### src/rtl/axi_pkg.sv
// Shared definitions for the AXI-style TX and RX channel blocks.
// Holds the default channel geometry plus pointer and data types for that geometry.
package axi_pkg;

    localparam int TX_WIDTH   = 8;
    localparam int TX_DEPTH   = 4;
    localparam int TX_TIMEOUT = 16;

    // Address width of a DEPTH-entry store; a 1-entry store still needs one bit.
    function automatic int addr_w(input int depth);
        return (depth > 1) ? $clog2(depth) : 1;
    endfunction

    localparam int AW = addr_w(TX_DEPTH);

    typedef logic [AW:0]         ptr_t;
    typedef logic [TX_WIDTH-1:0] data_t;

endpackage

### src/rtl/tx_fifo_mem.sv
// Storage for the TX channel FIFO: DEPTH x WIDTH words.
// Synchronous write port and combinational read port; the array is never reset.
module tx_fifo_mem
    import axi_pkg::*;
#(
    parameter int WIDTH = TX_WIDTH,
    parameter int DEPTH = TX_DEPTH,
    parameter int AW    = addr_w(DEPTH)
) (
    input  logic             ACLK,
    input  logic             we,
    input  logic [AW-1:0]    waddr,
    input  logic [WIDTH-1:0] wdata,
    input  logic [AW-1:0]    raddr,
    output logic [WIDTH-1:0] rdata
);

    logic [WIDTH-1:0] mem [DEPTH];

    always_ff @(posedge ACLK) begin
        if (we) begin
            mem[waddr] <= wdata;
        end
    end

    assign rdata = mem[raddr];

endmodule

### src/rtl/axi_tx_channel.sv
// Transmit side of a VALID/READY channel fed by a DEPTH-entry FIFO.
// Optional stall watchdog on tx_timeout is built only when AXI_TX_TIMEOUT_EN is defined.
module axi_tx_channel
    import axi_pkg::*;
#(
    parameter int WIDTH   = TX_WIDTH,
    parameter int DEPTH   = TX_DEPTH,
    parameter int TIMEOUT = TX_TIMEOUT
) (
    input  logic                     ACLK,
    input  logic                     ARESET,
    output logic                     VALID,
    input  logic                     READY,
    output logic [WIDTH-1:0]         xDATA,
    input  logic [WIDTH-1:0]         tx_data,
    input  logic                     tx_push,
    output logic                     tx_full,
    output logic                     tx_empty,
    output logic [$clog2(DEPTH):0]   tx_count,
    output logic                     tx_timeout
);

    localparam int PAW = addr_w(DEPTH);
    localparam logic [PAW:0] PTR_ONE = 1;

    logic [PAW:0]     wr_ptr;
    logic [PAW:0]     rd_ptr;
    logic             push_ok;
    logic             pop_ok;
    logic [WIDTH-1:0] head;

    // Flags and VALID come only from the registered pointers, never from inputs.
    assign tx_empty = (wr_ptr == rd_ptr);
    assign tx_full  = (wr_ptr[PAW] != rd_ptr[PAW]) && (wr_ptr[PAW-1:0] == rd_ptr[PAW-1:0]);
    assign tx_count = wr_ptr - rd_ptr;
    assign VALID    = !tx_empty;
    assign xDATA    = VALID ? head : '0;

    assign push_ok = tx_push && !tx_full;
    assign pop_ok  = VALID && READY;

    always_ff @(posedge ACLK) begin
        if (ARESET) begin
            wr_ptr <= '0;
            rd_ptr <= '0;
        end else begin
            if (push_ok) wr_ptr <= wr_ptr + PTR_ONE;
            if (pop_ok)  rd_ptr <= rd_ptr + PTR_ONE;
        end
    end

    tx_fifo_mem #(
        .WIDTH (WIDTH),
        .DEPTH (DEPTH),
        .AW    (PAW)
    ) u_mem (
        .ACLK  (ACLK),
        .we    (push_ok),
        .waddr (wr_ptr[PAW-1:0]),
        .wdata (tx_data),
        .raddr (rd_ptr[PAW-1:0]),
        .rdata (head)
    );

`ifdef AXI_TX_TIMEOUT_EN
    localparam int CW = $clog2(TIMEOUT + 1);
    localparam logic [CW-1:0] CNT_ONE = 1;
    localparam logic [CW-1:0] CNT_MAX = CW'(TIMEOUT);
    localparam logic [CW-1:0] CNT_PRE = CW'(TIMEOUT - 1);

    logic [CW-1:0] stall_cnt;
    logic          stall;

    assign stall = VALID && !READY;

    // Flag rises on the edge the counter reaches TIMEOUT and holds until a handshake.
    always_ff @(posedge ACLK) begin
        if (ARESET) begin
            stall_cnt  <= '0;
            tx_timeout <= 1'b0;
        end else begin
            if (!stall) begin
                stall_cnt <= '0;
            end else if (stall_cnt != CNT_MAX) begin
                stall_cnt <= stall_cnt + CNT_ONE;
            end
            if (pop_ok) begin
                tx_timeout <= 1'b0;
            end else if (stall && stall_cnt == CNT_PRE) begin
                tx_timeout <= 1'b1;
            end
        end
    end
`else
    assign tx_timeout = 1'b0;
`endif

endmodule
### config.mk
export PLATFORM = sky130hd
export DESIGN_NAME = axi_tx_channel
export DESIGN_NICKNAME = d
export VERILOG_FILES = /design/src/rtl/axi_pkg.sv /design/src/rtl/tx_fifo_mem.sv /design/src/rtl/axi_tx_channel.sv
export SDC_FILE = /design/constraint.sdc
export NUM_CORES = 1
export LEC_CHECK = 0
export ABC_AREA = 1
export BUFFER_PORTS_ARGS = -buffer_cell sky130_fd_sc_hd__buf_2
export CAP_MARGIN = 25
export CORE_UTILIZATION = 55
export CTS_CLUSTER_DIAMETER = 200
export DETAILED_ROUTE_END_ITERATION = 8
export PLACE_DENSITY = 0.77
export SETUP_SLACK_MARGIN = 0.05
export SKIP_CTS_REPAIR_TIMING = 1
export SYNTH_ARGS = -nofsm -noshare
export SYNTH_HDL_FRONTEND = slang
export SYNTH_HIERARCHICAL = 1
export SYNTH_SLANG_ARGS = --single-unit
### constraint.sdc
create_clock -name ACLK -period 6.2 [get_ports ACLK]
set_clock_uncertainty 0.15 [all_clocks]
set_input_delay 0.93 -clock ACLK [delete_from_list [all_inputs] [get_ports ACLK]]
set_output_delay 0.93 -clock ACLK [all_outputs]
set_load 0.02 [all_outputs]
==> load_flow_metrics.sql <==
INSERT INTO impl_metrics (metric_group, metric, value, unit) VALUES
('status', 'outcome', 'finished clean', ''),
('critical_path', 'timing.reg2reg.worst_path_depth', '8', ''),
('final_layout', 'final_util', '66.3', '%'),
('clocking', 'tritoncts', 'yes', ''),
('routing', 'antenna_left', '0', ''),
('routing', 'drt-wirelength-per-cell', '12.7', 'um'),
('final_layout', 'diodes', '0', ''),
('routing', 'detail_route.first_pass.iterations', '4', ''),
('synth', 'synth_nets', '231', ''),
('synth', 'synth-seq-area-share', '57.2', '%'),
('pwr', 'finalPower', '0.624', 'mW'),
('critical_path', 'worst_reg_to_reg_setup_slack', '3120', 'ps'),
('die', 'core_area', '0.00315', 'mm^2'),
('grt', 'grtUsageMet2', '34.1', '%'),
('synth', 'netlist_instances', '214', ''),
('synth', 'synth_area_leaders', 'sky130_fd_sc_hd__edfxtp_1 (51%), sky130_fd_sc_hd__inv_1 (12%), sky130_fd_sc_hd__nand2_1 (11%)', ''),
('die', 'die_y', '60.6', 'um'),
('final_layout', 'layout.cells.most_common', 'sky130_fd_sc_hd__inv_1', ''),
('grt', 'busiest_layer', 'met2', ''),
('hold_path', 'hold_start', 'wr_ptr[2]$_SDFFE_PP0P_', ''),
('synth', 'syn_area', '0.00189', 'mm^2'),
('die', 'die_outline_area', '0.00367', 'mm^2'),
('timing', 'setup_violations', '0', ''),
('grt', 'grt_start_max_net_pins', '22', ''),
('placed_design', 'post-place-ws', '3140', 'ps'),
('grt', 'antenna_found_initial', '0', ''),
('critical_path', 'worstPathArrival', '2300', 'ps'),
('hold_path', 'worst_hold_path_type', 'register to register', ''),
('routing', 'routed_via_density', '4.77', ''),
('timing', 'fmaxAchievable', '296', 'MHz'),
('clocking', 'clock_insertion_delay_worst_skew', '340', 'ps'),
('clocking', 'clock-sinks', '38', ''),
('grt', 'grt_util_met1', '30.9', '%'),
('grt', 'grt_util_met3', '4.69', '%'),
('clocking', 'cts_clock_pin_slew_for_the_worst_setup_and_hold_paths', '110', 'ps'),
('final_layout', 'drive_gt1_share', '15.6', '%'),
('final_layout', 'layout.cells.non_filler', '288', ''),
('clocking', 'clock-root-buffer', 'sky130_fd_sc_hd__clkbuf_4', ''),
('timing', 'finalMaxSlewViolations', '0', ''),
('pwr', 'p_per_area', '298', 'mW/mm^2'),
('critical_path', 'cp_data_required_time', '5120', 'ps'),
('job', 'drv.max_cap_violation_count', '0', ''),
('final_layout', 'syn2layout_area_growth', '10.7', '%'),
('hold_path', 'min_to', 'wr_ptr[2]$_SDFFE_PP0P_', ''),
('synth', 'yosys_register_bits', '38', ''),
('clocking', 'cts_buffers', '5', ''),
('critical_path', 'crit_path_end_kind', 'primary output', ''),
('critical_path', 'timing_worst_setup_path_type', 'register to primary output', ''),
('routing', 'initialDrtViolationCount', '69', ''),
('final_layout', 'stdcell_area', '0.00209', 'mm^2'),
('synth', 'syn_avg_cell_area', '8.83', 'um^2'),
('die', 'die_width', '60.6', 'um'),
('routing', 'drcViolationCount', '0', ''),
('timing', 'tightestPinTransition', '1070', 'ps'),
('synth', 'synth_top_area_share', '50.9', '%'),
('die', 'floorplan.initialDensity', '59.9', '%'),
('critical_path', 'regToRegEndpoint', 'u_mem/mem[2][6]$_DFFE_PP_', ''),
('grt', 'grt.total_usage', '22.6', '%'),
('timing', 'post-route-period-util', '54.6', '%'),
('final_layout', 'layout_common_cells', 'sky130_fd_sc_hd__inv_1 (59), sky130_fd_sc_hd__nand2_1 (54), sky130_fd_sc_hd__edfxtp_1 (32)', ''),
('critical_path', 'worstReg2RegStart', 'rd_ptr[0]$_SDFFE_PP0P_', ''),
('routing', 'total_routed_wirelength', '3.67', 'mm'),
('timing', 'timing.hold.ws', '413', 'ps'),
('timing', 'timing.setup.tns', '0', 'ps'),
('grt', 'first_global_vias', '1212', ''),
('die', 'std_cell_rows', '20', ''),
('grt', 'grt_remaining_overflow', '0', ''),
('clocking', 'clockBufferDepth', '2', ''),
('synth', 'synth-warning-count', '6', ''),
('critical_path', 'startpoint_type', 'register', ''),
('timing', 'finalHoldViolations', '0', '');
where the power goes:
part	total, mW	internal, mW	switching (mW)
Combinational	0.193	0.0625	0.131
Clock	0.120	0.0421	0.0782
Sequential	0.310	0.292	0.0186
Total	0.624	0.396	0.228
logic make-up (layout without fill, tap and decap cells):
family,count (synthesis),count (layout),synth area share (%)
other,1,1,0.198
AND/OR/NAND/NOR,95,95,21.5
adder cells (fa/ha/maj),5,5,3.71
buffers and inverters,66,96,14.5
flip-flops,38,38,57.2
AO/OA/AOI/OAI,8,8,2.38
XOR/XNOR,1,1,0.464
synth_stat cells:
master	number
sky130_fd_sc_hd__inv_4	1
sky130_fd_sc_hd__nand3_4	1
sky130_fd_sc_hd__inv_1	59
sky130_fd_sc_hd__dfxtp_1	6
sky130_fd_sc_hd__a21oi_1	6
sky130_fd_sc_hd__buf_2	1
sky130_fd_sc_hd__ha_1	4
sky130_fd_sc_hd__nand3_1	20
sky130_fd_sc_hd__nor3_1	4
sky130_fd_sc_hd__buf_6	2
sky130_fd_sc_hd__xor2_1	1
sky130_fd_sc_hd__fa_1	1
sky130_fd_sc_hd__nor2_1	15
sky130_fd_sc_hd__conb_1	1
sky130_fd_sc_hd__edfxtp_1	32
sky130_fd_sc_hd__o211ai_1	2
sky130_fd_sc_hd__inv_2	1
sky130_fd_sc_hd__nand2_1	54
sky130_fd_sc_hd__nand3_2	1
sky130_fd_sc_hd__buf_4	2
flip-flops by register name (all words and copies together) (netlist names):
register   cells
rd_ptr         3
u_mem/mem     32
wr_ptr         3
routing by layer:
layer	wire length, um	up-vias
met2	1720	58
met1	1610	599
met4	74	0
met5	0	-
met3	263	8
li1	-	708
critical path: stages, from the launching register on:
cell	delay, ps
sky130_fd_sc_hd__dfxtp_1	810
sky130_fd_sc_hd__ha_1	370
sky130_fd_sc_hd__nand2_1	120
sky130_fd_sc_hd__inv_1	100
sky130_fd_sc_hd__nand3_4	110
sky130_fd_sc_hd__inv_2	110
sky130_fd_sc_hd__nor2_1	160
sky130_fd_sc_hd__buf_2	190
final cells by class:
class,instances,area (um^2)
Clock buffer,5,37.5
Fill cell,263,1060
Inverter,61,231
Tap cell,44,55.1
Clock inverter,3,16.3
Timing Repair Buffer,27,135
Sequential cell,38,1080
Multi-Input combinational cell,110,534
how the worst max path moves through the flow:
stage	from	to	slack, ps	depth (start not counted)
final	rd_ptr[0]$_SDFFE_PP0P_	xDATA[3]	2820	7
after global routing	rd_ptr[0]$_SDFFE_PP0P_	xDATA[3]	2660	7
after CTS	rd_ptr[0]$_SDFFE_PP0P_	xDATA[3]	2810	7
after detailed placement	rd_ptr[0]$_SDFFE_PP0P_	u_mem/mem[2][5]$_DFFE_PP_	3140	8
after global placement	rd_ptr[0]$_SDFFE_PP0P_	u_mem/mem[0][0]$_DFFE_PP_	3130	8
after floorplan	wr_ptr[0]$_SDFFE_PP0P_	xDATA[0]	3640	7
(Power assumes the default switching activity.)
